File: config.mk
export PLATFORM = sky130hd
export DESIGN_NAME = uart_rx_param
export DESIGN_NICKNAME = d
export VERILOG_FILES = /design/src/rtl/uart_pkg.sv /design/src/rtl/uart_rx_sampler.sv /design/src/rtl/uart_rx_param.sv
export SDC_FILE = /design/constraint.sdc
export NUM_CORES = 1
export LEC_CHECK = 0
export CAP_MARGIN = 25
export CORE_MARGIN = 3
export CORE_UTILIZATION = 45
export DETAILED_ROUTE_END_ITERATION = 6
export GPL_TIMING_DRIVEN = 0
export PLACE_DENSITY_LB_ADDON = 0.08
export SLEW_MARGIN = 25
export SYNTH_ARGS = -nofsm -noshare
export SYNTH_HDL_FRONTEND = slang
export SYNTH_SLANG_ARGS = --single-unit
File: constraint.sdc
create_clock -name clock -period 3.9 [get_ports clock]
set_input_delay 0.585 -clock clock [delete_from_list [all_inputs] [get_ports clock]]
set_output_delay 0.585 -clock clock [all_outputs]
set_load 0.01 [all_outputs]
File: src/rtl/uart_pkg.sv
// Shared constants for the UART receiver: FSM state codes,
// parity encodings, frame-length limits and a parity helper.
package uart_pkg;

    localparam int MIN_DATA = 5;

    typedef enum logic [1:0] {
        PAR_NONE  = 2'd0,
        PAR_NONE1 = 2'd1,
        PAR_EVEN  = 2'd2,
        PAR_ODD   = 2'd3
    } parity_e;

    localparam logic [2:0] ST_IDLE   = 3'd0;
    localparam logic [2:0] ST_START  = 3'd1;
    localparam logic [2:0] ST_DATA   = 3'd2;
    localparam logic [2:0] ST_PARITY = 3'd3;
    localparam logic [2:0] ST_STOP1  = 3'd4;
    localparam logic [2:0] ST_STOP2  = 3'd5;
    localparam logic [2:0] ST_WAITHI = 3'd6;

    // Expected parity bit for a right-justified word (upper bits zero).
    function automatic logic parity_exp(
        input logic [15:0] data,
        input logic        odd
    );
        return (^data) ^ odd;
    endfunction

endpackage

File: src/rtl/uart_rx_sampler.sv
// Input synchroniser, oversample counter and 3-sample majority vote.
// Ports: i_rxd (async line), i_sample_tick, i_cnt_clr (hold counter at 0);
// o_rxs (synchronised line), o_voted_bit, o_mid_done (M+1 tick), o_bit_end.
module uart_rx_sampler
    import uart_pkg::*;
#(
    parameter int OVERSAMPLE = 16
) (
    input  logic clock,
    input  logic reset_n,
    input  logic i_rxd,
    input  logic i_sample_tick,
    input  logic i_cnt_clr,
    output logic o_rxs,
    output logic o_voted_bit,
    output logic o_mid_done,
    output logic o_bit_end
);

    localparam int M   = OVERSAMPLE / 2;
    localparam int SCW = $clog2(OVERSAMPLE);

    localparam logic [SCW-1:0] SC_LAST = SCW'(OVERSAMPLE - 1);
    localparam logic [SCW-1:0] SC_S0   = SCW'(M - 1);
    localparam logic [SCW-1:0] SC_S1   = SCW'(M);
    localparam logic [SCW-1:0] SC_S2   = SCW'(M + 1);

    logic           r_meta;
    logic           r_rxs;
    logic [SCW-1:0] r_sc;
    logic           r_s0;
    logic           r_s1;
    logic           r_s2;
    logic           w_s2;

    always_ff @(posedge clock or negedge reset_n) begin
        if (!reset_n) begin
            r_meta <= 1'b1;
            r_rxs  <= 1'b1;
        end else begin
            r_meta <= i_rxd;
            r_rxs  <= r_meta;
        end
    end

    always_ff @(posedge clock or negedge reset_n) begin
        if (!reset_n) begin
            r_sc <= '0;
        end else if (i_cnt_clr) begin
            r_sc <= '0;
        end else if (i_sample_tick) begin
            r_sc <= (r_sc == SC_LAST) ? '0 : r_sc + 1'b1;
        end
    end

    always_ff @(posedge clock or negedge reset_n) begin
        if (!reset_n) begin
            r_s0 <= 1'b1;
            r_s1 <= 1'b1;
            r_s2 <= 1'b1;
        end else if (i_sample_tick) begin
            if (r_sc == SC_S0) r_s0 <= r_rxs;
            if (r_sc == SC_S1) r_s1 <= r_rxs;
            if (r_sc == SC_S2) r_s2 <= r_rxs;
        end
    end

    assign o_mid_done = i_sample_tick & (r_sc == SC_S2);
    assign o_bit_end  = i_sample_tick & (r_sc == SC_LAST);

    // On the M+1 tick itself the third sample is still on the line,
    // so the vote is already usable in that cycle.
    assign w_s2 = o_mid_done ? r_rxs : r_s2;

    assign o_voted_bit = (r_s0 & r_s1) | (r_s0 & w_s2) | (r_s1 & w_s2);
    assign o_rxs       = r_rxs;

endmodule

File: src/rtl/uart_rx_param.sv
// Parametrised UART receiver with holding register, overrun,
// break detection and abort. Ports: config (data_bits, parity_type,
// nstop), rxd/sample_tick in, rx_data/rx_valid/rx_ready handshake,
// error flags, overrun/overrun_clr, break_detect pulse, busy.
module uart_rx_param
    import uart_pkg::*;
#(
    parameter int OVERSAMPLE = 16,
    parameter int MAX_DATA   = 9
) (
    input  logic                clock,
    input  logic                reset_n,
    input  logic                rx_en,
    input  logic                sample_tick,
    input  logic [3:0]          data_bits,
    input  logic [1:0]          parity_type,
    input  logic                nstop,
    input  logic                rxd,
    output logic [MAX_DATA-1:0] rx_data,
    output logic                rx_valid,
    input  logic                rx_ready,
    output logic                parity_error,
    output logic                frame_error,
    output logic                overrun,
    input  logic                overrun_clr,
    output logic                break_detect,
    output logic                busy
);

    localparam logic [3:0] MIN_W = 4'(MIN_DATA);
    localparam logic [3:0] MAX_W = 4'(MAX_DATA);

    logic [2:0]          r_state;
    logic [3:0]          r_nbits;
    logic [1:0]          r_ptype;
    logic                r_nstop;
    logic [3:0]          r_bitcnt;
    logic [MAX_DATA-1:0] r_shift;
    logic                r_perr;
    logic                r_ferr;
    logic                r_pbit;
    logic                r_stop1;
    logic [MAX_DATA-1:0] r_data;
    logic                r_valid;
    logic                r_pe;
    logic                r_fe;
    logic                r_ovr;
    logic                r_brk;

    logic       w_rxs;
    logic       w_voted;
    logic       w_mid;
    logic       w_bit_end;
    logic       w_idle;
    logic       w_start;
    logic       w_cnt_clr;
    logic [3:0] w_nbits_cfg;
    logic       w_par_en;
    logic       w_odd;
    logic       w_last_bit;
    logic [2:0] w_nxt;
    logic       w_done;
    logic       w_ferr_fin;
    logic       w_stop1_bit;
    logic       w_brk;
    logic       w_ovr_set;
    logic       w_load;

    uart_rx_sampler #(
        .OVERSAMPLE(OVERSAMPLE)
    ) u_sampler (
        .clock        (clock),
        .reset_n      (reset_n),
        .i_rxd        (rxd),
        .i_sample_tick(sample_tick),
        .i_cnt_clr    (w_cnt_clr),
        .o_rxs        (w_rxs),
        .o_voted_bit  (w_voted),
        .o_mid_done   (w_mid),
        .o_bit_end    (w_bit_end)
    );

    assign w_idle    = (r_state == ST_IDLE);
    assign w_start   = w_idle & sample_tick & rx_en & ~w_rxs;
    // Counter stays at 0 in Idle; the start tick itself moves it to 1.
    assign w_cnt_clr = w_idle & ~w_start;

    assign w_nbits_cfg = (data_bits < MIN_W) ? MIN_W :
                         (data_bits > MAX_W) ? MAX_W : data_bits;

    assign w_par_en   = (r_ptype == PAR_EVEN) | (r_ptype == PAR_ODD);
    assign w_odd      = (r_ptype == PAR_ODD);
    assign w_last_bit = (r_bitcnt == r_nbits - 4'd1);

    always_comb begin
        w_nxt      = r_state;
        w_done     = 1'b0;
        w_ferr_fin = r_ferr;
        if (!w_idle && !rx_en) begin
            w_nxt = ST_IDLE;
        end else begin
            unique case (r_state)
                ST_IDLE: begin
                    if (w_start) w_nxt = ST_START;
                end
                ST_START: begin
                    if (w_bit_end) w_nxt = w_voted ? ST_IDLE : ST_DATA;
                end
                ST_DATA: begin
                    if (w_bit_end && w_last_bit)
                        w_nxt = w_par_en ? ST_PARITY : ST_STOP1;
                end
                ST_PARITY: begin
                    if (w_bit_end) w_nxt = ST_STOP1;
                end
                ST_STOP1: begin
                    if (w_mid) begin
                        w_ferr_fin = r_ferr | ~w_voted;
                        if (r_nstop) w_nxt = ST_STOP2;
                        else w_done = 1'b1;
                    end
                end
                ST_STOP2: begin
                    if (w_mid) begin
                        w_ferr_fin = r_ferr | ~w_voted;
                        w_done     = 1'b1;
                    end
                end
                ST_WAITHI: begin
                    if (sample_tick && w_rxs) w_nxt = ST_IDLE;
                end
                default: w_nxt = ST_IDLE;
            endcase
        end
        w_stop1_bit = (r_state == ST_STOP1) ? w_voted : r_stop1;
        w_brk = w_done & (r_shift == '0) &
                (~w_par_en | ~r_pbit) & ~w_stop1_bit;
        if (w_done) w_nxt = (w_brk | w_ferr_fin) ? ST_WAITHI : ST_IDLE;
    end

    assign w_ovr_set = w_done & ~w_brk & r_valid & ~rx_ready;
    assign w_load    = w_done & ~w_brk & ~w_ovr_set;

    always_ff @(posedge clock or negedge reset_n) begin
        if (!reset_n) begin
            r_state  <= ST_IDLE;
            r_nbits  <= 4'd8;
            r_ptype  <= 2'd0;
            r_nstop  <= 1'b0;
            r_bitcnt <= '0;
            r_shift  <= '0;
            r_perr   <= 1'b0;
            r_ferr   <= 1'b0;
            r_pbit   <= 1'b0;
            r_stop1  <= 1'b1;
        end else begin
            r_state <= w_nxt;
            if (w_idle) begin
                r_nbits <= w_nbits_cfg;
                r_ptype <= parity_type;
                r_nstop <= nstop;
            end
            if (w_start) begin
                r_shift <= '0;
                r_perr  <= 1'b0;
                r_ferr  <= 1'b0;
                r_pbit  <= 1'b0;
                r_stop1 <= 1'b1;
            end
            if (r_state == ST_START && w_bit_end) r_bitcnt <= '0;
            if (r_state == ST_DATA && w_bit_end) begin
                for (int i = 0; i < MAX_DATA; i++) begin
                    if (r_bitcnt == 4'(i)) r_shift[i] <= w_voted;
                end
                r_bitcnt <= r_bitcnt + 4'd1;
            end
            if (r_state == ST_PARITY && w_bit_end) begin
                r_pbit <= w_voted;
                r_perr <= w_voted ^ parity_exp(16'(r_shift), w_odd);
            end
            if (r_state == ST_STOP1 && w_mid) begin
                r_stop1 <= w_voted;
                r_ferr  <= w_ferr_fin;
            end
        end
    end

    // Holding register: flags travel with the word.
    always_ff @(posedge clock or negedge reset_n) begin
        if (!reset_n) begin
            r_data  <= '0;
            r_valid <= 1'b0;
            r_pe    <= 1'b0;
            r_fe    <= 1'b0;
        end else if (w_load) begin
            r_data  <= r_shift;
            r_pe    <= r_perr;
            r_fe    <= w_ferr_fin;
            r_valid <= 1'b1;
        end else if (r_valid && rx_ready) begin
            r_valid <= 1'b0;
        end
    end

    always_ff @(posedge clock or negedge reset_n) begin
        if (!reset_n) begin
            r_ovr <= 1'b0;
            r_brk <= 1'b0;
        end else begin
            r_brk <= w_brk;
            if (w_ovr_set) r_ovr <= 1'b1;
            else if (overrun_clr) r_ovr <= 1'b0;
        end
    end

    assign rx_data      = r_data;
    assign rx_valid     = r_valid;
    assign parity_error = r_pe;
    assign frame_error  = r_fe;
    assign overrun      = r_ovr;
    assign break_detect = r_brk;
    assign busy         = ~w_idle;

endmodule

== Word level (Yosys, flattened, before mapping) ==
Cells that the tools add are included.
Word-level totals
  logic and storage cells: 166
  output and inout port bits: 15
  register bits after elaboration: 50
  bits of input ports: 14
Operators by class
  add/subtract/negate cells: 3
  equal/unequal tests: 29
  bitwise operators: 34
  reductions and logical operators: 25
  muxes and demuxes: 51
  $lt $le $gt $ge: 2
Operator list (number)
  3-bit 2-to-1 mux: 11
  1-bit 2-to-1 mux: 28
  4-bit 2-to-1 mux: 7
  3-bit one-hot mux with 7 select lines: 1
  4-bit by 3-bit == test with 1-bit output, second input constant: 5
  4-bit inequality test, second input constant: 5
  9-bit 2-to-1 mux: 2
  1-bit bitwise AND: 16
  4-bit == test, second input constant: 4
  16-bit parity: 1
  2-bit nonzero test: 6
  1-bit inverter: 10
  3-bit == test, second input constant: 3
  9-bit zero test: 1
  4-bit by 1-bit adder with 4-bit output, second input constant: 2
  4-bit by 2-bit == test with 1-bit output, second input constant: 2
  1-bit logical AND: 8
  8-bit AND reduction: 1
  3-bit by 2-bit == test with 1-bit output, second input constant: 2
  1-bit bitwise OR: 6
  2-bit AND reduction: 3
  2-bit == test, second input constant: 2
  4-bit by 1-bit == test with 1-bit output, second input constant: 1
  4-bit == test: 1
  14 further kinds: 16

== Logic depth before layout (Yosys ltp) ==
Gate-level depths: netlist (run 1).
  depth in word-level cells: 16
  depth in mapped cells: 8
  depth with buffers taken out: 7

== Modules after synthesis ==
From an unflattened synthesis (run 1), not the netlist that was laid out.
Unflattened totals
  cell total of the unflattened synthesis: 258
  area, all modules: 2706.3 µm²
Modules (own cells, without submodules)
  uart_rx_param: sequential area each 1028.5 µm², area each 2260.9 µm², instances 1, cells each 223
  uart_rx_sampler: sequential area each 231.5 µm², area each 445.4 µm², instances 1, cells each 35

== Worst setup path before layout (run 1) ==
OpenSTA, ideal clock, no wires.
  path kind: register to register
  start: register u_sampler.r_sc[1]
  end: register r_fe (netlist: frame_error)
  cell stages (with the launch flop): 9
  arrival: 2.215 ns
  slack: 1.560 ns
  required time: 3.775 ns
  period minus slack after synthesis: 2.340 ns
  setup time: 0.125 ns
  buffers on the path: 1
  cells stage by stage: dfrtp_1 inv_1 ha_1 nand4b_4 or3_4 a21o_4 nor4b_4 buf_6 mux2_4
Between the ends
  longest elaborated chain between the ends: 15
  elaborated cells on any way between the ends: 27
  classes of those cells: eq/ne (1); mux (9); bitwise (17)
Ends and longest elaborated chain
  start: declaration: RTL line uart_rx_sampler.sv:30  | logic [SCW-1:0] r_sc;
  start signal: assignment: RTL line uart_rx_sampler.sv:52  | r_sc <= (r_sc == SC_LAST) ? '0 : r_sc + 1'b1;
  4-bit == test (*): RTL line uart_rx_sampler.sv:68  | assign o_mid_done = i_sample_tick & (r_sc == SC_S2);
  1-bit bitwise AND (*): RTL line uart_rx_sampler.sv:68
  1-bit 2-to-1 mux: RTL line uart_rx_sampler.sv:73  | assign w_s2 = o_mid_done ? r_rxs : r_s2;
  1-bit bitwise AND: RTL line uart_rx_sampler.sv:75  | assign o_voted_bit = (r_s0 & r_s1) | (r_s0 & w_s2) | (r_s1 & w_s2);
  1-bit bitwise OR (2 in a row): RTL line uart_rx_sampler.sv:75
  1-bit 2-to-1 mux: RTL line uart_rx_param.sv:135  | w_stop1_bit = (r_state == ST_STOP1) ? w_voted : r_stop1;
  1-bit inverter: RTL line uart_rx_param.sv:137  | (~w_par_en | ~r_pbit) & ~w_stop1_bit;
  1-bit bitwise AND: RTL line uart_rx_param.sv:137
  1-bit inverter: RTL line uart_rx_param.sv:141, uart_rx_param.sv:142
  1-bit bitwise AND: RTL line uart_rx_param.sv:141, uart_rx_param.sv:142
  1-bit bitwise AND (2 in a row): RTL line uart_rx_param.sv:141  | assign w_ovr_set = w_done & ~w_brk & r_valid & ~rx_ready;
  1-bit inverter: RTL line uart_rx_param.sv:142  | assign w_load = w_done & ~w_brk & ~w_ovr_set;
  1-bit bitwise AND: RTL line uart_rx_param.sv:142
  end signal: assignment: RTL line uart_rx_param.sv:198  | r_fe <= w_ferr_fin;
  end: declaration: RTL line uart_rx_param.sv:46  | logic r_fe;
Every way passes the cells marked *; elsewhere a longest branch is shown, timed or not.
A chain may end at the register's enable or synchronous reset.

== Final worst setup path (run 1) ==
  start: input port sample_tick
  end: register r_data[3] (netlist: rx_data[3])
Between the ends
  longest elaborated chain between the ends: 14
  elaborated cells on any way between the ends: 21
  classes of those cells: mux (6); bitwise (15)
Ends and longest elaborated chain
  start: declaration: RTL line uart_rx_param.sv:14  | input logic sample_tick,
  1-bit bitwise AND (*): RTL line uart_rx_sampler.sv:68
  1-bit 2-to-1 mux: RTL line uart_rx_sampler.sv:73
  1-bit bitwise AND: RTL line uart_rx_sampler.sv:75
  1-bit bitwise OR (2 in a row): RTL line uart_rx_sampler.sv:75
  1-bit 2-to-1 mux: RTL line uart_rx_param.sv:135
  1-bit inverter: RTL line uart_rx_param.sv:137
  1-bit bitwise AND: RTL line uart_rx_param.sv:137
  1-bit inverter: RTL line uart_rx_param.sv:141, uart_rx_param.sv:142
  1-bit bitwise AND (*): RTL line uart_rx_param.sv:141, uart_rx_param.sv:142
  1-bit bitwise AND (2 in a row): RTL line uart_rx_param.sv:141
  1-bit inverter: RTL line uart_rx_param.sv:142
  1-bit bitwise AND (*): RTL line uart_rx_param.sv:142
  end signal: assignment: RTL line uart_rx_param.sv:196  | r_data <= r_shift;
  end: declaration: RTL line uart_rx_param.sv:43  | logic [MAX_DATA-1:0] r_data;
Marks and branches as above.

==> flow_metrics.tcl, run 1 <==
set metrics [dict create \
    critPathSlowestCell "clkdlybuf4s50_1" \
    cts_resized 0 \
    htreeDepth 2 \
    rsz0062_at_grt "no" \
    worst_ep_arrival_time_ns 2.79 \
    antenna_found_initial 0 \
    r2r_cells 8 \
    io_buffers 28 \
    wire_per_inst_um 14.4 \
    status "complete, no violations" \
    cts_max_path_buffers 2 \
    ys_seq_elements 50 \
    cap_violations 0 \
    setup_violations 0 \
    syn-num-nets 306 \
    fin_crit_sh_pct 66.4 \
    wirelength_mm 5.62 \
    synth_compound_gate_area_share_pct 13.5 \
    p_total_mw 1.80 \
    post_dp_cell_area_sq_um 3240 \
    synth_common_cells "dfrtp_1, nand2_1, inv_1, nor2_1, o21ai_0" \
    finalMaxSlewViolations 0 \
    dr.pass1.iters 4 \
    yosysWarnings 0 \
    synth_xor_area_share_pct 4.19 \
    start_kind "primary input" \
    syn_area_sq_um 2870 \
    grt_start_max_net_pins 51 \
    tritoncts "built" \
    vias_per_cell 5.42 \
    post-route-min-period_ns 2.59 \
    grt_pass1_vias 2108 \
    yosysUniqueCellTypes 58 \
    cts_buffers 5 \
    worstPathCellList "clkdlybuf4s50_1 > nand4b_4 > or3_4 > a21o_4 > nor4b_4 > buf_6 > mux2_4" \
    ant_nets 0 \
    critPathMaxStageDelay_ns 0.52 \
    core_area_sq_um 6060 \
    relSlewSlack_pct 58.8 \
    ios 29 \
    drt_iter0_markers 78 \
    clkSlewWorstSetupHoldPaths_ns 0.09 \
    async_flop_share_pct 100 \
    synth_top_cell_area_share_pct 37.5 \
    hold_viol 0 \
    core.rowCount 28 \
    cts.sinks 50 \
    die_x_um 85.8 \
    syn_inst 280 \
    cp_top_family "simple AND/OR/NAND/NOR gates" \
    synth_area_leader_cell "dfrtp_1" \
    synth-edff-count 0 \
    setup_tns_ns 0 \
    die_y_um 85.8 \
    criticalPathCategory "primary input to flop" \
    final_cell_area_sq_um 3350 \
    synthFlopType "dfrtp_1" \
    drc 0 \
    overflow 0 \
    track_usage_pct 17.0 \
    dp.final_hpwl_mm 4.15 \
    ir_worst_vdd_mv 0.315 \
    regToRegStartpoint "u_sampler.r_sc[1]$_DFFE_PN0P_" \
    fin_nets 341 \
    die-area_sq_um 7370 \
    fin_skew_ns 0.00877 \
    p_leak_nw 1.48 \
    synth_area_leaders "dfrtp_1, dfstp_2, ha_1" \
    synth.most_common_cell "dfrtp_1" \
    critPathCaptureType "flop" \
    fill_cells 575 \
    critPathMaxFanout 10 \
    hp-class "primary input to async pin" \
    max_slew.worst_pin.slew_ns 0.618 \
    synthMuxAreaShare_pct 11.5 \
    reg2reg_slack_ns 1.39 \
    clk_latency_ns 0.31 \
    whs_ns 0.292 \
    synth.yosys.seq_area_share_pct 43.9 \
    synthAdderAreaFrac_pct 5.23 \
    required_ns 4.10 \
    syn_avg_cell_area_sq_um 10.2 \
    grt_pass1_wl_mm 9.98 \
    yosys.area_share.simple_pct 17.1 \
    root_buffer "clkbuf_8" \
    ctsHoldBuffers 0 \
    crit_buf_inv 2 \
    synth_top_family_by_area "simple AND/OR/NAND/NOR gates" \
    dr_total_vias 2118 \
    antenna_cells 0 \
    syn2layout_area_growth_pct 16.8 \
    pwr_density_cell_nw_per_um2 538 \
    place_congestion 0.904 \
    timing.rr.end "rx_data[3]$_DFFE_PN0P_" \
    clock.fmax_ghz 0.386 \
    initial_core_util_pct 47.3 \
    post_cts_buffers 0 \
    drive_above_1_share_pct 13.9 \
]
[registers in the layout, indices dropped and copies added, names as in the netlist, 2 cells and up]
register,cells
r_state,3
r_ptype,2
u_sampler.r_sc,4
r_bitcnt,4
rx_data,9
r_nbits,4
r_shift,9
[report_power, final]
group	total [mW]	switching, mW	internal (mW)
Sequential	0.728	0.0981	0.630
Clock	0.367	0.175	0.192
Combinational	0.708	0.401	0.307
Total	1.80	0.674	1.13
[kinds of logic after synthesis]
| kind of cell | Yosys count |
|---|---|
| compound gates | 56 |
| xor+xnor | 12 |
| fa+ha+maj | 12 |
| buf+inv | 33 |
| flops | 50 |
| mux | 27 |
| simple gates | 90 |
[per-layer routing]
layer | share of wire [%] | vias up | track usage, % | wire length, um
met5 | 0 | - | 0 | 0
met4 | 2.0 | 0 | 6.19 | 114
met3 | 3.9 | 12 | 3.36 | 219
met2 | 45 | 51 | 27.0 | 2510
met1 | 49 | 997 | 23.0 | 2770
li1 | - | 1058 | - | -
[layout make-up]
class | instances | area [sq um] | share of cell area, %
clock buffers | 6 | 72.6 | 2.17
repair buffers | 28 | 278 | 8.29
multi-input cells | 197 | 1480 | 44.1
clock inverters | 2 | 37.5 | 1.12
inverters | 22 | 82.6 | 2.46
flip-flops and latches | 50 | 1260 | 37.6
plain buffers | 11 | 50.0 | 1.49
well taps | 75 | 93.8 | 2.80
[worst max-delay path by stage]
stage | from | endpoint | slack [ns] | cells past startpoint
finish | sample_tick | rx_data[3]$_DFFE_PN0P_ | 1.31 | 7
global route | sample_tick | r_shift[3]$_DFF_PN0_ | 1.03 | 7
global placement | reset_n | r_nbits[1]$_DFFE_PN0P_ | 0.72 | 1
CTS | sample_tick | rx_data[3]$_DFFE_PN0P_ | 1.30 | 7
detailed placement | sample_tick | rx_data[3]$_DFFE_PN0P_ | 0.96 | 7
floorplan | u_sampler.r_sc[1]$_DFFE_PN0P_ | frame_error$_DFFE_PN0P_ | 1.56 | 8
[layout by cell type, fill, tap and decap left out, types with 4 or more instances in the layout]
cell / instances
dfrtp_1: 43
nand2_1: 37
clkdlybuf4s50_1: 27
inv_1: 21
nor2_1: 15
o21ai_0: 15
a21oi_1: 12
ha_1: 12
mux2i_1: 10
mux2_4: 10
clkbuf_1: 8
xnor2_1: 8
mux2_2: 7
dfstp_2: 7
nor3_1: 6
nand3_1: 5
clkbuf_8: 5
nand4_1: 4
nand2b_1: 4
nand4b_1: 4
[worst reg2reg max path, stage by stage (launching register included)]
cell and delay (ns):
dfrtp_1 0.41, inv_1 0.10, ha_1 0.21, nand4b_4 0.20, or3_4 0.44, a21o_4 0.21
nor4b_4 0.31, buf_6 0.22, mux2_4 0.31
[stage by stage]
step	util, %	setup WS, ns	instances
after floorplan	-	1.56	280
after global placement	53.5	0.717	383
after global routing	55.3	1.03	391
after detailed placement	53.5	0.965	383
final	55.3	1.31	391
after CTS	55.3	1.30	391
(Power assumes the default switching activity.)
==> run 2: changes to the inputs <==
==> constraint.sdc (replaced) <==
create_clock -name clock -period 2.3 [get_ports clock]
set_input_delay 0.345 -clock clock [delete_from_list [all_inputs] [get_ports clock]]
set_output_delay 0.345 -clock clock [all_outputs]
set_load 0.01 [all_outputs]
==> flow_metrics.tcl, run 2 (synthesis gave the netlist of run 1 again) <==
set metrics [dict create \
    fill_cells 527 \
    worstPathCellList "clkdlybuf4s50_1 > inv_1 > or3_4 > a21o_4 > nor4b_4 > buf_6 > mux2_4" \
    dr_total_vias 2172 \
    critPathSlowestCell "clkdlybuf4s50_1" \
    fin_nets 349 \
    drt_iter0_markers 94 \
    share_seq_of_total_power_pct 39.8 \
    core_area_sq_um 6060 \
    place_congestion 0.921 \
    wirelength_mm 6.06 \
    power_frac_comb_pct 40.3 \
    required_ns 2.49 \
    track_usage_pct 17.4 \
    regToRegStartpoint "u_sampler.r_sc[1]$_DFFE_PN0P_" \
    setup_tns_ns -0.211 \
    fin_skew_ns 0.00583 \
    tritoncts "built" \
    worst_ep_arrival_time_ns 2.52 \
    cts_buffers 5 \
    swShare_pct 37.9 \
    antenna_cells 0 \
    ir_worst_vdd_mv 0.598 \
    hp-class "primary input to async pin" \
    clock.fmax_ghz 0.429 \
    final_cell_area_sq_um 3470 \
    critPathCaptureType "flop" \
    worst_slack_ns -0.0309 \
    clk_latency_ns 0.30 \
    root_buffer "clkbuf_8" \
    wire_per_inst_um 15.2 \
    ant_nets 0 \
    setup_violations 10 \
    cap_violations 0 \
    overflow 0 \
    cts_max_path_buffers 2 \
    fin_crit_sh_pct 101 \
    failed_checks "setup timing" \
    status "finished with violations" \
    drive_above_1_share_pct 18.5 \
    power.switching_mw 1.19 \
    max_slew.worst_pin.slew_ns 0.637 \
    hold_viol 0 \
    start_kind "primary input" \
    utilization_pct 57.2 \
    finalMaxSlewViolations 0 \
    grt_pass1_wl_mm 10.2 \
    p_total_mw 3.14 \
    relSlewSlack_pct 57.5 \
    pwr_density_cell_nw_per_um2 907 \
    critPathMaxStageDelay_ns 0.62 \
    critPathMaxFanout 7 \
    ctsHoldBuffers 0 \
    die_y_um 85.8 \
    cts.sinks 50 \
    grt_pass1_vias 2151 \
    intPower_mw 1.95 \
    grt_start_max_net_pins 51 \
    clkPwrFrac_pct 19.9 \
    vias_per_cell 5.44 \
    die_x_um 85.8 \
    dr.pass1.iters 4 \
    htreeDepth 2 \
    mostFrequentLayoutCells "dfrtp_1, nand2_1, clkdlybuf4s50_1, inv_1" \
    criticalPathCategory "primary input to flop" \
    p_leak_nw 1.51 \
    die-area_sq_um 7370 \
    final_common_cell "dfrtp_1" \
    initial_core_util_pct 47.3 \
    syn2layout_area_growth_pct 20.8 \
    dp.final_hpwl_mm 4.27 \
    rsz0062_at_grt "yes" \
    post-route-min-period_ns 2.33 \
    drc 0 \
    io_buffers 28 \
    antenna_found_initial 0 \
    crit_start "rx_en" \
    clkSlewWorstSetupHoldPaths_ns 0.09 \
    ios 29 \
    post_dp_cell_area_sq_um 3250 \
    core.rowCount 28 \
]
## run 2: cell count changes in the layout (fill, tap and decap cells not counted), moves of 2 or more
cell / previous run / this run
nor4_1: 3 / 1
mux2i_1: 10 / 8
mux2i_2: 0 / 2
buf_4: 1 / 9
## run 2: area by class of cell
type                       count  area (sq um)  share of cell area, %
multi-input combinational    197          1530                   44.1
sequential                    50          1260                   36.3
timing repair buffer          37           349                   10.1
tap                           75          93.8                   2.71
inverter                      22          82.6                   2.38
clock buffer                   7          76.3                   2.20
buffer                        10          46.3                   1.34
clock inverter                 1          30.0                  0.866
## run 2: final timing paths
kind / endpoint / slack, ns / depth (start not counted)
hold reg to reg: u_sampler.o_rxs$_DFF_PN1_ / 0.37 / 0
hold / removal: break_detect$_DFF_PN0_ / 0.05 / 1
min in group clock: u_sampler.o_rxs$_DFF_PN1_ / 0.37 / 0
max in group asynchronous: r_ptype[0]$_DFFE_PN0P_ / 1.82 / 1
setup / recovery: rx_data[3]$_DFFE_PN0P_ / -0.03 / 7
setup reg to reg: rx_data[3]$_DFFE_PN0P_ / -0.02 / 8
## run 2: power groups by stage
stage / clock network [mW] / registers [mW] / logic, mW
CTS: 0.638 / 1.24 / 1.25
global route: 0.678 / 1.28 / 1.43
global placement: 0 / 1.26 / 1.19
finish: 0.624 / 1.25 / 1.27
detailed placement: 0 / 1.26 / 1.21
floorplan: 0 / 1.21 / 0.952
## run 2: critical path, delay by kind of cell
kind | cells | cell delay (ns)
buffers and inverters | 3 | 0.89
and+or+nand+nor | 2 | 0.78
muxes | 1 | 0.30
AOI/OAI and AO/OA | 1 | 0.21
## run 2: layer usage
| layer | routed length (um) | global-route usage, % | vias up |
|---|---|---|---|
| met5 | 0 | 0 | - |
| met4 | 60 | 5.76 | 0 |
| met3 | 249 | 3.27 | 5 |
| met2 | 2850 | 28.0 | 43 |
| met1 | 2900 | 23.6 | 1046 |
| li1 | - | - | 1078 |
## run 2: timing repair
item	in CTS	in global routing
gates cloned	1	0
pin swaps	2	2
endpoints found under the setup margin	13	18
setup buffers	5	3
resized for setup	3	7
## run 2: metrics by stage
stage | setup slack, ns | hold slack (ns) | std cells
2_1_floorplan | 0.0193 | 0.0494 | 280
3_3_place_gp | -0.619 | 0.346 | 383
3_5_place_dp | -0.411 | 0.354 | 383
4_1_cts | -0.0454 | 0.0818 | 397
5_1_grt | -0.122 | 0.104 | 399
6_report | -0.0309 | 0.0517 | 399
==> run 3: changes to the inputs <==
--- a/config.mk
+++ b/config.mk
@@ -5,6 +5,7 @@
 export SDC_FILE = /design/constraint.sdc
 export NUM_CORES = 1
 export LEC_CHECK = 0
+export ABC_CLOCK_PERIOD_IN_PS = 2300
 export CAP_MARGIN = 25
 export CORE_MARGIN = 3
 export CORE_UTILIZATION = 45
==> results of run 3 <==
The final DEF is identical to that of run 2; final timing and power are the same.
